$ cat config.mk
export PLATFORM = sky130hd
export DESIGN_NAME = iwdg_refresh_ctrl_flat
export DESIGN_NICKNAME = d
export VERILOG_FILES = /design/src/rtl/iwdg_refresh_ctrl_if.sv /design/src/rtl/iwdg_refresh_ctrl.sv /design/src/flat_wrapper.sv
export SDC_FILE = /design/constraint.sdc
export NUM_CORES = 1
export LEC_CHECK = 0
export CAP_MARGIN = 5
export CORE_ASPECT_RATIO = 1.4
export CORE_MARGIN = 3
export CORE_UTILIZATION = 35
export DETAILED_ROUTE_END_ITERATION = 12
export GPL_ROUTABILITY_DRIVEN = 1
export SLEW_MARGIN = 15
export SYNTH_ARGS = -nofsm -noshare
export SYNTH_HDL_FRONTEND = slang
export SYNTH_SLANG_ARGS = --single-unit
export TNS_END_PERCENT = 100
$ cat constraint.sdc
create_clock -name CLOCK -period 2.13 [get_ports CLOCK]
set_input_delay 0.426 -clock CLOCK [delete_from_list [all_inputs] [get_ports CLOCK]]
set_output_delay 0.426 -clock CLOCK [all_outputs]
set_load 0.005 [all_outputs]
$ cat src/rtl/iwdg_refresh_ctrl_if.sv
// Signal bundle between the core-side refresh controller and its software/IWDG peers.
// The master modport is the controller end; slave is the software/watchdog end.
interface iwdg_refresh_ctrl_if;
  logic        en;
  logic        kick;
  logic        freeze;
  logic        Reset_signal;
  logic        bite_clr;
  logic [15:0] IWDG_KR;
  logic        aCore_signal;
  logic        i_sel;
  logic [2:0]  state_o;
  logic [1:0]  miss_cnt;
  logic        bite_flag;

  modport master (
    input  en, kick, freeze, Reset_signal, bite_clr,
    output IWDG_KR, aCore_signal, i_sel, state_o, miss_cnt, bite_flag
  );

  modport slave (
    output en, kick, freeze, Reset_signal, bite_clr,
    input  IWDG_KR, aCore_signal, i_sel, state_o, miss_cnt, bite_flag
  );
endinterface

$ cat src/rtl/iwdg_refresh_ctrl.sv
// IWDG key/refresh initiator: refresh pulses only while software kicks, stops after MAX_MISS misses.
// Outputs registered one cycle after their cause; the bite input adds two synchroniser stages.
module iwdg_refresh_ctrl #(
  parameter int REFRESH_PERIOD = 256,
  parameter int REFRESH_W      = 2,
  parameter int ARM_CYC        = 3,
  parameter int MAX_MISS       = 3
) (
  input logic                 CLOCK,
  input logic                 sys_rst,
  iwdg_refresh_ctrl_if.master bus
);

  localparam int CW = $clog2(REFRESH_PERIOD);
  localparam int AW = $clog2(ARM_CYC + 1);
  localparam int WW = $clog2(REFRESH_W + 1);
  localparam logic [CW-1:0] CNT_LAST = CW'(REFRESH_PERIOD - 1);
  localparam logic [AW-1:0] ARM_LAST = AW'(ARM_CYC - 1);
  localparam logic [WW-1:0] W_LAST   = WW'(REFRESH_W - 1);
  localparam logic [1:0]    MISS_MAX = 2'(MAX_MISS);
  localparam logic [15:0]   RUN_KEY  = 16'hCCCC;

  typedef enum logic [2:0] {
    IDLE    = 3'd0,
    ARM     = 3'd1,
    RUN     = 3'd2,
    REFRESH = 3'd3,
    STARVE  = 3'd4,
    BITTEN  = 3'd5
  } state_t;

  state_t        state;
  logic [15:0]   kr_q;
  logic          acore_q;
  logic          isel_q;
  logic [1:0]    miss_q;
  logic          flag_q;
  logic [CW-1:0] cnt;
  logic [AW-1:0] arm_cnt;
  logic [WW-1:0] w_cnt;
  logic          kick_seen;
  logic          rs_meta;
  logic          rs_sync;
  logic          rs_prev;
  logic          frozen;
  logic          active;
  logic          bite_ev;
  logic [1:0]    miss_inc;

  assign frozen   = bus.freeze;
  assign active   = (state == ARM) || (state == RUN) || (state == REFRESH) || (state == STARVE);
  assign bite_ev  = rs_sync & ~rs_prev;
  assign miss_inc = miss_q + 2'd1;

  assign bus.IWDG_KR      = kr_q;
  assign bus.aCore_signal = acore_q;
  assign bus.i_sel        = isel_q;
  assign bus.state_o      = state;
  assign bus.miss_cnt     = miss_q;
  assign bus.bite_flag    = flag_q;

  // Moves to state s and registers the output levels that state drives.
  task automatic enter(input state_t s);
    state   <= s;
    kr_q    <= (s == IDLE || s == BITTEN) ? 16'h0000 : RUN_KEY;
    acore_q <= (s == ARM) || (s == RUN) || (s == STARVE);
    isel_q  <= frozen || (s == IDLE) || (s == BITTEN);
  endtask

  always_ff @(posedge CLOCK or negedge sys_rst) begin
    if (!sys_rst) begin
      state     <= IDLE;
      kr_q      <= 16'h0000;
      acore_q   <= 1'b0;
      isel_q    <= 1'b1;
      miss_q    <= 2'd0;
      flag_q    <= 1'b0;
      cnt       <= '0;
      arm_cnt   <= '0;
      w_cnt     <= '0;
      kick_seen <= 1'b0;
      rs_meta   <= 1'b0;
      rs_sync   <= 1'b0;
      rs_prev   <= 1'b0;
    end else begin
      rs_meta <= bus.Reset_signal;
      rs_sync <= rs_meta;
      rs_prev <= rs_sync;
      enter(state);
      if (active && bite_ev) begin
        enter(BITTEN);
        flag_q    <= 1'b1;
        kick_seen <= 1'b0;
      end else if (!bus.en && state != BITTEN) begin
        enter(IDLE);
        miss_q    <= 2'd0;
        kick_seen <= 1'b0;
        cnt       <= '0;
        arm_cnt   <= '0;
        w_cnt     <= '0;
      end else begin
        if (bus.kick && active) kick_seen <= 1'b1;
        case (state)
          IDLE: if (bus.en) begin
            enter(ARM);
            arm_cnt <= '0;
          end
          ARM: if (arm_cnt == ARM_LAST) begin
            enter(RUN);
            cnt <= '0;
          end else begin
            arm_cnt <= arm_cnt + 1'b1;
          end
          RUN: if (!frozen) begin
            if (cnt == CNT_LAST) begin
              // A kick arriving on the decision cycle itself still counts.
              kick_seen <= 1'b0;
              cnt       <= '0;
              if (kick_seen || bus.kick) begin
                enter(REFRESH);
                w_cnt  <= '0;
                miss_q <= 2'd0;
              end else begin
                miss_q <= miss_inc;
                if (miss_inc == MISS_MAX) enter(STARVE);
              end
            end else begin
              cnt <= cnt + 1'b1;
            end
          end
          REFRESH: if (!frozen) begin
            if (w_cnt == W_LAST) begin
              enter(RUN);
              cnt <= '0;
            end else begin
              w_cnt <= w_cnt + 1'b1;
            end
          end
          // The recovering kick is consumed by this refresh, not carried into the next period.
          STARVE: if (bus.kick) begin
            enter(REFRESH);
            w_cnt     <= '0;
            miss_q    <= 2'd0;
            kick_seen <= 1'b0;
          end
          BITTEN: if (bus.bite_clr) begin
            enter(IDLE);
            flag_q <= 1'b0;
          end
          default: enter(IDLE);
        endcase
      end
    end
  end

endmodule
$ cat src/flat_wrapper.sv
// flat-port wrapper written by rule: the top's interface ports become plain ports
module iwdg_refresh_ctrl_flat 
#(
  parameter int REFRESH_PERIOD = 256,
  parameter int REFRESH_W      = 2,
  parameter int ARM_CYC        = 3,
  parameter int MAX_MISS       = 3
)
  (CLOCK, sys_rst, bus_en, bus_kick, bus_freeze, bus_Reset_signal, bus_bite_clr, bus_IWDG_KR, bus_aCore_signal, bus_i_sel, bus_state_o, bus_miss_cnt, bus_bite_flag);
  iwdg_refresh_ctrl_if bus_i ();
  input logic CLOCK;
  input logic sys_rst;
  input wire logic [$bits(bus_i.en)-1:0] bus_en;
  input wire logic [$bits(bus_i.kick)-1:0] bus_kick;
  input wire logic [$bits(bus_i.freeze)-1:0] bus_freeze;
  input wire logic [$bits(bus_i.Reset_signal)-1:0] bus_Reset_signal;
  input wire logic [$bits(bus_i.bite_clr)-1:0] bus_bite_clr;
  output wire logic [$bits(bus_i.IWDG_KR)-1:0] bus_IWDG_KR;
  output wire logic [$bits(bus_i.aCore_signal)-1:0] bus_aCore_signal;
  output wire logic [$bits(bus_i.i_sel)-1:0] bus_i_sel;
  output wire logic [$bits(bus_i.state_o)-1:0] bus_state_o;
  output wire logic [$bits(bus_i.miss_cnt)-1:0] bus_miss_cnt;
  output wire logic [$bits(bus_i.bite_flag)-1:0] bus_bite_flag;
  assign bus_i.en = bus_en;
  assign bus_i.kick = bus_kick;
  assign bus_i.freeze = bus_freeze;
  assign bus_i.Reset_signal = bus_Reset_signal;
  assign bus_i.bite_clr = bus_bite_clr;
  assign bus_IWDG_KR = bus_i.IWDG_KR;
  assign bus_aCore_signal = bus_i.aCore_signal;
  assign bus_i_sel = bus_i.i_sel;
  assign bus_state_o = bus_i.state_o;
  assign bus_miss_cnt = bus_i.miss_cnt;
  assign bus_bite_flag = bus_i.bite_flag;
  iwdg_refresh_ctrl #(.REFRESH_PERIOD(REFRESH_PERIOD), .REFRESH_W(REFRESH_W), .ARM_CYC(ARM_CYC), .MAX_MISS(MAX_MISS)) u_core (.CLOCK(CLOCK), .sys_rst(sys_rst), .bus(bus_i));
endmodule
==> results.py <==
metrics = {
    "timing": {
        "drv_slew": 0,
        "hold_slack_ps": 368,
        "rsz0062_at_grt": "false",
        "setup_viol": 0,
        "fin_skew_ps": 4.23,
        "period_share": 0.957,
        "max_freq_ghz": 0.490,
        "hold_violations": 0,
        "min_period_ps": 2040,
    },
    "detailed_routing": {
        "drt_pass1_iterations": 4,
        "viasPerCell": 5.14,
        "routedWlPerCell_um": 13.6,
        "vias": 1568,
        "route.detailed.drc": 0,
        "finalWirelength_um": 4160,
        "first_iter_violations": 165,
        "ant_nets": 0,
    },
    "floorplanning": {
        "die_y_um": 88.8,
        "core_area_mm2": 0.00464,
        "dieArea_mm2": 0.00578,
        "rows": 29,
        "dieWidth_um": 65.1,
        "io_pins": 31,
        "start_util": 0.369,
    },
    "worst_hold_path": {
        "worst_hold_path_type": "reg2reg",
    },
    "power_and_ir_drop": {
        "p_per_area_mw_per_mm2": 1110,
        "leakage_nw": 0.949,
        "finalPower_w": 0.00243,
        "ir_drop_v": 0.000348,
    },
    "global_route": {
        "grt_pass1_wl_um": 6820,
        "overflow": 0,
        "grt_pass1_vias": 1476,
        "antenna_found_initial": 0,
        "grt_use_total": 0.151,
        "grt_max_degree": 26,
    },
    "placed_design": {
        "place_congestion": 0.912,
        "dp_hpwl_um": 3150,
        "dpl_cell_area_mm2": 0.00210,
        "portBuffers": 22,
    },
    "run_status": {
        "status": "finished, final reports clean",
    },
    "final_layout": {
        "fillers": 466,
        "finalInstanceArea_mm2": 0.00219,
        "nets": 255,
        "antenna_cells": 0,
        "area_delta_synth_final_pct": 28.1,
        "drive_gt1_frac": 0.222,
    },
    "worst_setup_path": {
        "critical_path_arrival_ps": 2240,
        "cp.required_ps": 2330,
        "end_kind": "register",
        "startpoint_type": "input pin",
        "worstSetupPathType": "in2reg",
        "path_max_fanout": 12,
    },
    "synthesis": {
        "synth_warnings": 0,
        "synth_enable_flop_cells": 0,
        "netlist_area_mm2": 0.00171,
        "ys_seq_elements": 25,
        "synth_area_per_cell_um2": 8.48,
        "synth-seq-area-share": 0.366,
        "netlist_instances": 202,
        "synth-main-ff-cell": "dfrtp_1",
        "async_reset_ff_frac": 1.00,
        "synth.distinct_cells": 49,
    },
    "flow_run": {
        "drv_cap": 0,
    },
    "clock_tree": {
        "cts_tree": "yes",
        "cts_hold_buf": 0,
        "clk_latency_ps": 270,
        "cts_buffer_depth": 2,
        "clockRootBuffer": "clkbuf_8",
        "cts_htree_levels": 1,
        "cts.reportedPaths.clkPinSlew_ps": 90,
        "numCtsBuffers": 3,
        "cts.sinks": 25,
    },
}
==> layer usage <==
| metal | wire length, µm | track usage | up-vias |
|---|---|---|---|
| li1 | - | - | 780 |
| met1 | 1730 | 0.170 | 737 |
| met2 | 2170 | 0.281 | 42 |
| met3 | 166 | 0.0191 | 9 |
| met4 | 104 | 0.0698 | 0 |
| met5 | 0 | 0 | - |
==> report_power, final <==
part	switching [W]	internal, W
Sequential	0.000112	0.000582
Clock	0.000159	0.000131
Combinational	0.000651	0.000798
==> path summary, 6_finish.rpt <==
check | startpoint | end | slack [ps] | cells past startpoint
setup / recovery | bus_en | u_core.w_cnt[1]$_DFFE_PN0P_ | 90 | 6
hold / removal | u_core.rs_meta$_DFF_PN0_ | u_core.rs_sync$_DFF_PN0_ | 370 | 0
setup reg to reg | u_core.bus.state_o[2]$_DFFE_PN0P_ | u_core.w_cnt[1]$_DFFE_PN0P_ | 110 | 5
hold reg to reg | u_core.rs_meta$_DFF_PN0_ | u_core.rs_sync$_DFF_PN0_ | 370 | 0
max in group asynchronous | sys_rst | u_core.bus.i_sel$_DFF_PN1_ | 1310 | 2
min in group asynchronous | sys_rst | u_core.bus.IWDG_KR[14]$_DFF_PN0_ | 510 | 2
==> cell type report <==
class,count,area (µm²),area share
Timing Repair Buffer,57,495,0.226
Inverter,6,22.5,0.0103
Clock inverter,1,5.00,0.00228
Clock buffer,3,41.3,0.0188
Multi-Input combinational cell,151,923,0.421
Sequential cell,25,629,0.287
Tap cell,62,77.6,0.0353
==> what timing repair did <==
item | CTS | global route
setup endpoints to repair | 0 | 7
resized for setup | 0 | 4
buffers inserted | 0 | 4
==> flip-flops by register name, indices dropped and copies added, names as in the netlist <==
signal	flops
u_core.bus.state_o	3
u_core.rs_sync	1
u_core.arm_cnt	2
u_core.bus.aCore_signal	1
u_core.bus.miss_cnt	2
u_core.rs_meta	1
u_core.rs_prev	1
u_core.bus.i_sel	1
u_core.bus.bite_flag	1
u_core.cnt	8
u_core.bus.IWDG_KR	1
u_core.kick_seen	1
u_core.w_cnt	2
==> kinds of logic after synthesis <==
family	synth area share
adders and majority gates	0.0292
and+or+nand+nor	0.251
muxes	0.0314
buffers and inverters	0.117
AOI/OAI and AO/OA	0.204
DFF	0.366
other	0.00219
==> layout by cell type (no fill, tap or decap), types with 2 or more instances in the layout <==
master | synthesis | layout
inv_1 | 6 | 6
nand2_1 | 18 | 18
clkbuf_8 | 0 | 3
o32a_1 | 2 | 2
o21a_1 | 2 | 2
nor2_1 | 14 | 14
and2_1 | 2 | 2
clkdlybuf4s50_1 | 0 | 22
a21oi_1 | 11 | 11
nand2b_1 | 5 | 5
conb_1 | 1 | 8
and3_1 | 3 | 3
mux2i_1 | 2 | 2
or2_2 | 2 | 2
nand3_1 | 6 | 6
dfrtp_1 | 24 | 22
nor2b_1 | 6 | 6
nand4_1 | 2 | 2
nor3_1 | 5 | 5
a31oi_1 | 4 | 3
ha_1 | 4 | 4
or3_1 | 3 | 2
dfrtp_2 | 0 | 2
o22ai_1 | 2 | 2
mux2_2 | 3 | 3
o21ai_0 | 21 | 21
nand3b_1 | 3 | 3
buf_4 | 15 | 34
o31ai_1 | 4 | 4
==> synth_stat cells, types with 2 or more instances <==
cell type | n | area, µm²
dfrtp_1 | 24 | 601
o21ai_0 | 21 | 105
nand2_1 | 18 | 67.6
buf_4 | 15 | 113
nor2_1 | 14 | 52.6
a21oi_1 | 11 | 55.1
clkbuf_1 | 6 | 22.5
inv_1 | 6 | 22.5
nand3_1 | 6 | 30.0
nor2b_1 | 6 | 37.5
nand2b_1 | 5 | 31.3
nor3_1 | 5 | 25.0
a31oi_1 | 4 | 25.0
buf_2 | 4 | 20.0
ha_1 | 4 | 50.1
o31ai_1 | 4 | 30.0
and3_1 | 3 | 18.8
mux2_2 | 3 | 33.8
nand3b_1 | 3 | 22.5
or3_1 | 3 | 18.8
and2_1 | 2 | 12.5
buf_6 | 2 | 22.5
mux2i_1 | 2 | 20.0
nand4_1 | 2 | 12.5
o21a_1 | 2 | 15.0
o22ai_1 | 2 | 12.5
o32a_1 | 2 | 20.0
or2_2 | 2 | 12.5
==> critical path: stages <==
cell             delay [ps]
clkdlybuf4s50_1         450
buf_4                   200
nand3b_1                 90
or4b_4                  460
or4_1                   440
o22ai_1                 160
==> stage by stage <==
| step | setup TNS (ps) | setup slack [ps] | std cells | utilization |
|---|---|---|---|---|
| global route | 0 | 10.1 | 305 | 0.473 |
| detailed placement | -812 | -173 | 297 | 0.453 |
| floorplan | 0 | 162 | 209 | - |
| global placement | -693 | -138 | 297 | 0.453 |
| CTS | 0 | 24.2 | 301 | 0.463 |
| finish | 0 | 91.2 | 305 | 0.473 |
Note: power is estimated with default switching activity, not from simulation.
==> edit 1, RTL diff (config.mk and constraints unchanged) <==
`REFRESH_PERIOD` is set to 256 in 2 places; all go to 512.
--- a/src/rtl/iwdg_refresh_ctrl.sv
+++ b/src/rtl/iwdg_refresh_ctrl.sv
@@ -1,7 +1,7 @@
 // IWDG key/refresh initiator: refresh pulses only while software kicks, stops after MAX_MISS misses.
 // Outputs registered one cycle after their cause; the bite input adds two synchroniser stages.
 module iwdg_refresh_ctrl #(
-  parameter int REFRESH_PERIOD = 256,
+  parameter int REFRESH_PERIOD = 512,
   parameter int REFRESH_W      = 2,
   parameter int ARM_CYC        = 3,
   parameter int MAX_MISS       = 3
--- a/src/flat_wrapper.sv
+++ b/src/flat_wrapper.sv
@@ -1,7 +1,7 @@
 // flat-port wrapper written by rule: the top's interface ports become plain ports
 module iwdg_refresh_ctrl_flat 
 #(
-  parameter int REFRESH_PERIOD = 256,
+  parameter int REFRESH_PERIOD = 512,
   parameter int REFRESH_W      = 2,
   parameter int ARM_CYC        = 3,
   parameter int MAX_MISS       = 3
Formal check against the unedited RTL: same outputs for any inputs over 10 cycles, from zero or initial values and one cycle with sys_rst low; that may be too few to reach the edited logic, so the function may still have changed.
==> edit 1 against the original RTL <==
  * The run now ends with negative setup slack left
  * Cell area up 11%
  * Core utilization grew 5.6 points
  * Fmax decreased by 14%
  * Non-clock buffer count rose by 12
  * Sequential cell count is 1 higher
  * Combinational power up 9.7%
  * Wire length increased by 14%
  * Worst setup slack worse by 0.32 ns
  * Die area decreased by 0.61%
  * Synthesized area is 0.66% lower
  * Power rose by 13%
  * Via count grew 5.3%
  * Sequential power up 7.5%
  * Critical path type is now flip-flop to flip-flop
  * Critical endpoint is now u_core.cnt[5]$_DFFE_PN0P_
  * Largest cell class unchanged
==> edit 1: results (changes against the original RTL) <==
status=finished with violations; failing checks=negative setup slack; setup repair bufs after CTS=4 (+4); Combinational Power Share=0.577 (-0.019); layout buffer count excluding clock buffers=69 (+21%); Area after DPL=2190 um^2 (+4.1%); number of fill cells=457 (-1.9%); met2 wire length=2540 um (+17%); Placed Cells=301 (+1.3%); Cell variety after synth=48 (-2.0%); max reg flops=9 (+1); hpwl dp=3350 um (+6.2%); Pleak=1.08 nW (+14%); synth top area cells=dfrtp_1 (37%), buf_4 (6.6%), o21ai_0 (5.0%), nor2_1 (4.9%), mux2_2 (4.0%); final weighted congestion in routability-driven placement=0.844 (-7.5%); Post-Synth Adder-Cell Area=0.0368 (+0.00755); Seq/Total Area, Yosys=0.383 (+0.0171); mux cell area share after synthesis=0.0397 (+0.00830); first-pass GRT wire length=7690 um (+13%); multi-input gate share of total cell area=0.423 (+0.00268); Logic power comb=1.59 mW (+9.7%); Initial DRC Count=47 (-72%); setup TNS=-2.19 ns (-2.19 ns); sequential share of cell area=0.268 (-0.0190); post-synthesis register bit count=26 (+4.0%); share of layout cells above drive strength 1=0.336 (+0.114); Multi-In Gates=145 (-4.0%); # clk buffers=3 (unchanged); Sw Share=0.372 (-0.00675); Synth Instances=196 (-3.0%); post-cts resize count=23 (+23); top cells by count, synth=dfrtp_1 (25), nor2_1 (22), o21ai_0 (17), buf_4 (15), nand2_1 (14); DRT Wirelength=4740 um (+14%); met3 wire length=211 um (+27%); pre-CTS WS=-0.367 ns (-0.194 ns); Clock buf/inv share=0.0293 (+0.00820); CP peak stage delay=0.49 ns (+0.03 ns); buffer share of cell area=0.238 (+0.0127); largest net degree at the start of global routing=27 (+3.8%); setup ws final=-0.228 ns (-0.319 ns); gr usage total=0.174 (+0.0233); met1 wire length=1790 um (+3.7%); drt wl/cell=15.2 um (+11%); Layout Nets=263 (+3.1%); Compound-Gate Fraction of Synth Area=0.187 (-0.0170); Final Setup Violations=17 (+17); worst-path fanout max=6 (-6); Peak VDD IR=0.493 mV (+42%); area grow syn2layout=43.1%; via count=1,651 (+5.3%); CP arrival=2.54 ns (+0.30 ns); clock power share=0.152 (+0.033)
==> edit 1: path summary, 6_finish.rpt <==
check	to	slack, ns	start	depth (start not counted)
min in group asynchronous	u_core.kick_seen$_DFF_PN0_	0.50	sys_rst	2
setup reg to reg	u_core.cnt[5]$_DFFE_PN0P_	-0.23	u_core.cnt[0]$_DFFE_PN0P_	8
max in group asynchronous	u_core.bus.i_sel$_DFF_PN1_	1.33	sys_rst	2
setup / recovery	u_core.cnt[5]$_DFFE_PN0P_	-0.23	u_core.cnt[0]$_DFFE_PN0P_	8
hold reg to reg	u_core.rs_sync$_DFF_PN0_	0.36	u_core.rs_meta$_DFF_PN0_	0
hold / removal	u_core.rs_sync$_DFF_PN0_	0.36	u_core.rs_meta$_DFF_PN0_	0
==> edit 1: layer usage <==
metal / up-vias / track usage
met4: 0 / 0.100
met3: 16 / 0.0254
met2: 58 / 0.326
met5: - / 0
li1: 783 / -
met1: 794 / 0.184
==> edit 2, RTL diff (same flow settings) <==
Made on the original files. Reset style: synchronous (`sys_rst`), changed in one clocked block.
--- a/src/rtl/iwdg_refresh_ctrl.sv
+++ b/src/rtl/iwdg_refresh_ctrl.sv
@@ -67,7 +67,7 @@
     isel_q  <= frozen || (s == IDLE) || (s == BITTEN);
   endtask
 
-  always_ff @(posedge CLOCK or negedge sys_rst) begin
+  always_ff @(posedge CLOCK) begin
     if (!sys_rst) begin
       state     <= IDLE;
       kr_q      <= 16'h0000;
Formal check against the unedited RTL: differs if sys_rst is asserted again (counterexample within 4 cycles, from zero or initial values and one cycle with sys_rst low); with sys_rst held inactive, the same outputs for 10 cycles.
==> edit 2 against the original RTL <==
  * Global-route usage increased by 1.0 points
  * Synthesized area decreased by 1.4%
  * Cell area decreased by 2.6%
  * Worst setup slack improved by 0.075 ns
  * Sequential cell count unchanged
  * Largest cell class unchanged
  * Wire length increased by 0.65%
Power is not compared: it rests on default switching activity, and its combinational part moved more than twofold at a synthesized area within 25%.
==> edit 2: results (changes against the original RTL) <==
largest net degree at the start of global routing=16 (-38%); hold path startpoint=u_core.rs_meta$_SDFF_PN0_; origin of the critical flop-to-flop path=u_core.arm_cnt[0]$_SDFFE_PN0P_; worst-path fanout max=8 (-4); fraction of registers with async set or reset after synthesis=0 (-1.00); Inverters=8 (+2); Via-to-Cell Ratio=5.36 (+4.2%); pre-CTS WS=-0.279 ns (-0.106 ns); Top Family by Delay on Critical Path=compound AO/OA/AOI/OAI gates; gr usage total=0.161 (+0.0102); Hold WS=0.443 ns (+0.0747 ns); DRT Wirelength=4190 um (+0.65%); Main synth FF type=dfxtp_1; area taken by multi-input logic gates=1020 um^2 (+11%); Layout Nets=263 (+3.1%); hpwl dp=3280 um (+4.1%); Cell variety after synth=55 (+12%); synth top area cells=dfxtp_1 (30%), buf_4 (6.7%), a21oi_1 (3.9%), nor2_1 (3.6%), ha_1 (3.0%); share of layout cells above drive strength 1=0.203 (-0.0190); Area after DPL=2080 um^2 (-1.2%); Hold Path Sink=u_core.rs_sync$_SDFF_PN0_; buffer share of cell area=0.212 (-0.0134); worst-case reg-to-reg path depth=9 (+4); number of fill cells=480 (+3.0%); top cells by count, synth=dfxtp_1 (25), nor2_1 (16), buf_4 (15), a21oi_1 (13), nand2_1 (11); CP arrival=2.15 ns (-0.09 ns); Seq/Total Area, Yosys=0.296 (-0.0697); Multi-In Gates=161 (+6.6%); FFs & Latches=25 (unchanged); status=completed; Clock Skew=0.00223 ns (-0.00200 ns); Initial DRC Count=90 (-45%); first-pass GRT wire length=7400 um (+8.4%)
[edit 2: changes by cell type after synthesis, moves of 3 or more]
| cell | before | now |
|---|---|---|
| o21ai_1 | 0 | 6 |
| or4_1 | 1 | 4 |
| nand4_1 | 2 | 5 |
| dfrtp_1 | 24 | 0 |
| o21ai_0 | 21 | 7 |
| nand2_1 | 18 | 11 |
| nand3_1 | 6 | 10 |
| a211oi_1 | 1 | 6 |
| dfxtp_1 | 0 | 25 |
[edit 2: logic make-up (layout without fill, tap and decap cells)]
group	count (synthesis)	after routing	synth area share
other	1	8	0.00222
xor gates and xnor gates	1	1	0.00519
DFF	25	25	0.296
adders and majority gates	4	4	0.0296
buffers and inverters	34	65	0.117
muxes	4	4	0.0244
AOI/OAI and AO/OA	60	60	0.250
and+or+nand+nor	84	84	0.275
[edit 2: per-layer routing]
layer  track usage  share of wire  up-vias
li1              -              -      835
met1         0.203           0.45      786
met2         0.279           0.48       49
met3        0.0193          0.046        7
met4        0.0615          0.017        0
met5             0              0        -
[edit 2: worst reg2reg max path, cell delays in order (launching register included)]
cell and delay [ns]:
dfxtp_2 0.34, inv_1 0.04, ha_1 0.21, mux2_2 0.28, or2_0 0.23, a211oi_2 0.18, buf_4 0.17, buf_4 0.13
o21ai_1 0.06, a211oi_1 0.23
[edit 2: power by group]
group          internal (mW)  switching, mW  leakage, nW  total (mW)
registers              0.491         0.0229        0.205       0.514
logic                  0.222          0.216        0.589       0.438
clock network          0.131          0.154       0.0255       0.285
total                  0.844          0.393        0.819        1.24
[edit 2: what timing repair did]
item	4_1_cts	5_1_grt
endpoints found under the setup margin	1	9
hold endpoints to repair	0	0
buffers inserted	0	0
pin swaps	0	2
cloned	0	0
resized for setup	1	6
